$ cat config.mk
export PLATFORM = sky130hd
export DESIGN_NAME = telemetry_pkt
export DESIGN_NICKNAME = d
export VERILOG_FILES = /design/src/rtl/telem_pkg.sv /design/src/rtl/telem_period_tmr.sv /design/src/rtl/telemetry_pkt.sv
export SDC_FILE = /design/constraint.sdc
export NUM_CORES = 1
export LEC_CHECK = 0
export BUFFER_PORTS_ARGS = -buffer_cell sky130_fd_sc_hd__buf_2
export CORE_MARGIN = 2
export CORE_UTILIZATION = 58
export DETAILED_ROUTE_END_ITERATION = 6
export GPL_ROUTABILITY_DRIVEN = 1
export HOLD_SLACK_MARGIN = 0.08
export PLACE_DENSITY_LB_ADDON = 0.1
export SYNTH_ARGS = -nofsm -noshare
export SYNTH_HDL_FRONTEND = slang
export SYNTH_HIERARCHICAL = 1
export SYNTH_SLANG_ARGS = --single-unit
export TNS_END_PERCENT = 50
$ cat constraint.sdc
create_clock -name clk -period 6.65 [get_ports clk]
set_input_delay 1.33 -clock clk [delete_from_list [all_inputs] [get_ports clk]]
set_output_delay 1.33 -clock clk [all_outputs]
set_load 0.02 [all_outputs]
$ cat src/rtl/telem_pkg.sv
// Shared definitions for the telemetry packetizer: header bytes, packet
// lengths, FSM state type, snapshot payload and byte-selection helpers.
package telem_pkg;

    localparam logic [7:0]  TELEM_HDR0    = 8'hAA;
    localparam logic [7:0]  TELEM_HDR1    = 8'h55;
    localparam int unsigned TELEM_LEN     = 8;
    localparam int unsigned TELEM_LEN_CHK = 9;
    localparam int unsigned TELEM_IDX_W   = 3;
    localparam int unsigned TELEM_DAT_W   = 12;

    typedef enum logic [1:0] {
        IDLE = 2'd0,
        SEND = 2'd1,
        WAIT = 2'd2
    } telem_state_e;

    // Readings captured at packet start
    typedef struct packed {
        logic [TELEM_DAT_W-1:0] batt;
        logic [TELEM_DAT_W-1:0] curr;
        logic [TELEM_DAT_W-1:0] torque;
    } telem_snap_t;

    // Byte of the base packet at a given index
    function automatic logic [7:0] telem_byte(input telem_snap_t snap,
                                              input logic [TELEM_IDX_W-1:0] idx);
        logic [7:0] b;
        case (idx)
            3'd0:    b = TELEM_HDR0;
            3'd1:    b = TELEM_HDR1;
            3'd2:    b = {4'h0, snap.batt[11:8]};
            3'd3:    b = snap.batt[7:0];
            3'd4:    b = {4'h0, snap.curr[11:8]};
            3'd5:    b = snap.curr[7:0];
            3'd6:    b = {4'h0, snap.torque[11:8]};
            default: b = snap.torque[7:0];
        endcase
        return b;
    endfunction

    // Modulo-256 sum of the six payload bytes
    function automatic logic [7:0] telem_chksum(input telem_snap_t snap);
        logic [7:0] s;
        s = {4'h0, snap.batt[11:8]}   + snap.batt[7:0]
          + {4'h0, snap.curr[11:8]}   + snap.curr[7:0]
          + {4'h0, snap.torque[11:8]} + snap.torque[7:0];
        return s;
    endfunction

endpackage

$ cat src/rtl/telem_period_tmr.sv
// Free-running packet period counter; tick_c is high while the count is at
// its terminal value (PERIOD-1).
//   clk    : system clock
//   rst    : synchronous active-high reset (count returns to 0)
//   tick_c : combinational terminal-count flag
module telem_period_tmr #(
    parameter int unsigned FAST_SIM = 1
) (
    input  logic clk,
    input  logic rst,
    output logic tick_c
);

    // PERIOD is a power of two, so the counter wraps naturally at all-ones
    localparam int unsigned CNT_W = (FAST_SIM != 0) ? 12 : 20;

    logic [CNT_W-1:0] cnt_q;
    logic [CNT_W-1:0] cnt_d;

    // Next count
    always_comb begin
        cnt_d = cnt_q + CNT_W'(1);
    end

    assign tick_c = (cnt_q == {CNT_W{1'b1}});

    // Count register
    always_ff @(posedge clk) begin
        if (rst) begin
            cnt_q <= '0;
        end else begin
            cnt_q <= cnt_d;
        end
    end

endmodule

$ cat src/rtl/telemetry_pkt.sv
// Periodic telemetry packetizer: on each period tick (when enabled and idle)
// snapshots battery, current and torque and streams them to a UART as
// AA 55 batt_hi batt_lo curr_hi curr_lo torque_hi torque_lo, one byte per
// trmt/tx_done handshake. Defining TELEM_CHKSUM_EN appends a ninth byte,
// the modulo-256 sum of the six payload bytes.
//   clk, rst : clock, synchronous active-high reset
//   en       : allow new packets to start
//   batt, curr, torque : 12-bit readings
//   tx_done  : UART byte finished
//   trmt     : one-cycle start pulse for the UART (registered)
//   tx_data  : byte to transmit (registered, held until tx_done)
//   busy     : packet in progress (registered)
module telemetry_pkt
    import telem_pkg::*;
#(
    parameter int unsigned FAST_SIM = 1
) (
    input  logic                   clk,
    input  logic                   rst,
    input  logic                   en,
    input  logic [TELEM_DAT_W-1:0] batt,
    input  logic [TELEM_DAT_W-1:0] curr,
    input  logic [TELEM_DAT_W-1:0] torque,
    input  logic                   tx_done,
    output logic                   trmt,
    output logic [7:0]             tx_data,
    output logic                   busy
);

    localparam logic [TELEM_IDX_W-1:0] IDX_LAST = TELEM_IDX_W'(TELEM_LEN - 1);

    logic                   tick_c;
    telem_state_e           state_q, state_d;
    logic [TELEM_IDX_W-1:0] idx_q, idx_d;
    telem_snap_t            snap_q, snap_d;
    logic                   trmt_q, trmt_d;
    logic [7:0]             tx_data_q, tx_data_d;
    logic                   busy_q, busy_d;
`ifdef TELEM_CHKSUM_EN
    logic                   chk_q, chk_d;
`endif

    telem_period_tmr #(
        .FAST_SIM (FAST_SIM)
    ) u_tmr (
        .clk    (clk),
        .rst    (rst),
        .tick_c (tick_c)
    );

    // Next-state and registered-output logic
    always_comb begin
        state_d   = state_q;
        idx_d     = idx_q;
        snap_d    = snap_q;
        trmt_d    = 1'b0;
        tx_data_d = tx_data_q;
        busy_d    = busy_q;
`ifdef TELEM_CHKSUM_EN
        chk_d     = chk_q;
`endif
        case (state_q)
            IDLE: begin
                // A tick seen outside IDLE is simply lost
                if (tick_c && en) begin
                    snap_d    = '{batt: batt, curr: curr, torque: torque};
                    idx_d     = '0;
                    trmt_d    = 1'b1;
                    tx_data_d = TELEM_HDR0;
                    busy_d    = 1'b1;
                    state_d   = SEND;
`ifdef TELEM_CHKSUM_EN
                    chk_d     = 1'b0;
`endif
                end
            end
            SEND: begin
                state_d = WAIT;
            end
            WAIT: begin
                if (tx_done) begin
`ifdef TELEM_CHKSUM_EN
                    if (chk_q) begin
                        busy_d  = 1'b0;
                        state_d = IDLE;
                    end else if (idx_q == IDX_LAST) begin
                        chk_d     = 1'b1;
                        trmt_d    = 1'b1;
                        tx_data_d = telem_chksum(snap_q);
                        state_d   = SEND;
                    end else begin
                        idx_d     = idx_q + TELEM_IDX_W'(1);
                        trmt_d    = 1'b1;
                        tx_data_d = telem_byte(snap_q, idx_q + TELEM_IDX_W'(1));
                        state_d   = SEND;
                    end
`else
                    if (idx_q == IDX_LAST) begin
                        busy_d  = 1'b0;
                        state_d = IDLE;
                    end else begin
                        idx_d     = idx_q + TELEM_IDX_W'(1);
                        trmt_d    = 1'b1;
                        tx_data_d = telem_byte(snap_q, idx_q + TELEM_IDX_W'(1));
                        state_d   = SEND;
                    end
`endif
                end
            end
            default: begin
                state_d = IDLE;
            end
        endcase
    end

    // State and output registers
    always_ff @(posedge clk) begin
        if (rst) begin
            state_q   <= IDLE;
            idx_q     <= '0;
            snap_q    <= '0;
            trmt_q    <= 1'b0;
            tx_data_q <= 8'h00;
            busy_q    <= 1'b0;
`ifdef TELEM_CHKSUM_EN
            chk_q     <= 1'b0;
`endif
        end else begin
            state_q   <= state_d;
            idx_q     <= idx_d;
            snap_q    <= snap_d;
            trmt_q    <= trmt_d;
            tx_data_q <= tx_data_d;
            busy_q    <= busy_d;
`ifdef TELEM_CHKSUM_EN
            chk_q     <= chk_d;
`endif
        end
    end

    assign trmt    = trmt_q;
    assign tx_data = tx_data_q;
    assign busy    = busy_q;

endmodule

==> run metrics <==
share of the synthesized area in the top cell type 48.1%; GRT overflow 0; RSZ-0062 raised after global routing no; total iterations of the first detailed-routing run 5; Routed Antenna Nets 0; status complete, no violations; Met2 Wirelength 2770 um; # setup viols final 0; largest net degree at the start of global routing 63; via density per instance 5.65; peak supply drop 0.170 mV; per-cell routed wire length 13.8 um; Post-DP HPWL 3910 um; max cap viols 0; post-synthesis adder-cell area fraction 3.34%; CTS tree yes; pre-CTS setup slack 3880 ps; CP Data Arrival Time 2770 ps; CTS Sinks 63; top routing layer used met4; reg2reg start idx_q[0]; Sequential cell area 1260 um^2; die span in x 71.3 um; CTS resizes 0; critical-path maximum fanout 14; # Post-CTS Setup Buffers 0; routability cong. 0.813; share of cells above drive strength 1 19.3%; most frequent cells after synthesis 81 x nand2_1, 63 x dfxtp_1, 51 x a21oi_1, 23 x nor2_1, 14 x clkbuf_1; skew final 6.02 ps; largest family of logic cells by synthesized area simple AND/OR/NAND/NOR gates; syn_nets 363; sequential area share after synthesis 48.1%; die area 5080 um^2; vias in the first global route 2105; CORE AREA 4350 um^2; # diodes 0; TritonCTS Buffers 9; DR iter-0 viols 162; post-synthesis compound-gate area fraction 20.0%; top cell type by total area after synthesis dfxtp_1; CTS Buffer Depth 2; crit path capture type register; synthesized netlist cell count 316; Slew Viols, Final 0; post-synthesis simple-gate area fraction 22.6%; CP startpoint idx_q[0]; vias 2341; Syn. warnings 6; fin crit period 2540 ps; Critical Path RT 6880 ps; first-pass GRT wire length 9470 um; multi-input combinational cell area 1250 um^2; I/O Buffers 49; top-count cell post-synth nand2_1; drt drc 0; hold buffer count at cts 0; PwrDens 225 nW/um^2; Startpoint Class register; all-layer global routing usage 23.9%; Metal-1 WL 2530 um; Layout area overhead 14.7%; mux contribution to synthesized area 0.811%; root buffer cell clkbuf_8; Tcrit/Tclk final 38.2%; TNS Setup 0 ps; fill count 402; Final #Nets 405; Final Hold Vio Count 0; later-pin clock latency in the skew report 330 ps; clk slew on worst S/H paths 70 ps; LEAKAGE 1.10 nW; fraction of registers with async set or reset after synthesis 0%; I/O pin cnt 50; post-synthesis area per instance 8.30 um^2; CP Class reg2reg; met3 WL 339 um; XOR/XNOR Fraction of Synth Area 1.00%; DRT Wirelength 5730 um; Yosys reg bits 63; Row Count 24; setup ws final 4110 ps; worst-margin pin slew 1090 ps; number of synthesized flops with an enable pin 0; hold crit path type reg2reg; H-tree levels 3; antenna violations before repair 0; Cell variety after synth 45; Primary FF master, synth dfxtp_1; Starting Density 60.3%; Die Ht 71.3 um; Slew HR 27.2%; synth top area cells dfxtp_1 48%, nand2_1 12%, a21oi_1 9.7%, ha_1 3.3%, nor2_1 3.3%; achievable frequency 394 MHz; Hold Path Origin u_tmr/cnt_q[0]; Mapped Area 2620 um^2
-- worst paths after layout --
kind,to,slack (ps),depth (start not counted)
setup / recovery,tx_data[0],4110,6
hold / removal,u_tmr/cnt_q[0],450,1
setup reg to reg,tx_data[0],4110,6
hold reg to reg,u_tmr/cnt_q[0],450,1
-- state kept, by name (all words and copies together) (netlist names) --
signal	count
busy	1
idx_q	3
snap_q	36
state_q	2
trmt	1
tx_data	8
u_tmr/cnt_q	12
-- cells by family after synthesis --
kind of cell | Yosys count
AO/OA/AOI/OAI | 85
adder cells (fa/ha/maj) | 7
AND/OR/NAND/NOR | 132
flip-flops | 63
multiplexers | 2
buffers and inverters | 24
XOR/XNOR | 3
-- critical path, stage by stage (launching register included) --
cell,delay [ps]
dfxtp_1,350
ha_1,230
ha_1,470
and2_1,340
a222oi_1,390
or3b_1,400
a32o_1,250
-- placed cells by master (no fill, tap or decap), types with 2 or more instances in the layout --
cell type  count
dfxtp_1       63
nand3_1        4
a21o_1         4
nand2_1       81
a22oi_1        4
clkbuf_1       4
a21oi_1       51
a221oi_1       2
inv_1          5
o21ai_0        4
a311oi_1       3
nand3b_1       2
or2_2          2
buf_2         49
or3_1          4
xor2_1         2
a32o_1         2
o2bb2ai_1      2
ha_1           7
o31ai_1        4
nor2_1        23
nor2b_1        2
a222oi_1       3
or4_1          4
clkbuf_8      10
-- per-layer routing --
| metal | vias up | track usage (%) |
|---|---|---|
| met5 | - | 0 |
| met2 | 79 | 36.9 |
| met1 | 1074 | 31.7 |
| met4 | 0 | 9.43 |
| met3 | 10 | 6.89 |
| li1 | 1178 | - |
-- report_power, final --
group	internal [mW]	switching [mW]	total [mW]
combinational	0.00985	0.0101	0.0200
clock	0.143	0.133	0.276
sequential	0.379	0.00112	0.380
total	0.532	0.144	0.676
-- cell type report --
class	instances	area share, %
flip-flops and latches	63	41.9
multi-input cells	229	41.7
repair buffers	50	8.40
clock buffers	14	5.07
well taps	52	2.16
inverters	5	0.624
clock inverters	1	0.166
-- through the flow --
| step | hold WS, ps | util, % | instance area [um^2] | cells | power (mW) |
|---|---|---|---|---|---|
| finish | 454 | 69.1 | 3010 | 414 | 0.676 |
| global placement | 435 | 65.5 | 2850 | 399 | 0.408 |
| global route | 480 | 69.1 | 3010 | 414 | 0.700 |
| detailed placement | 448 | 65.5 | 2850 | 399 | 0.408 |
| floorplan | 418 | - | 2620 | 316 | 0.396 |
| CTS | 457 | 69.1 | 3010 | 414 | 0.679 |
No activity file was read; power rests on OpenSTA's default activity.
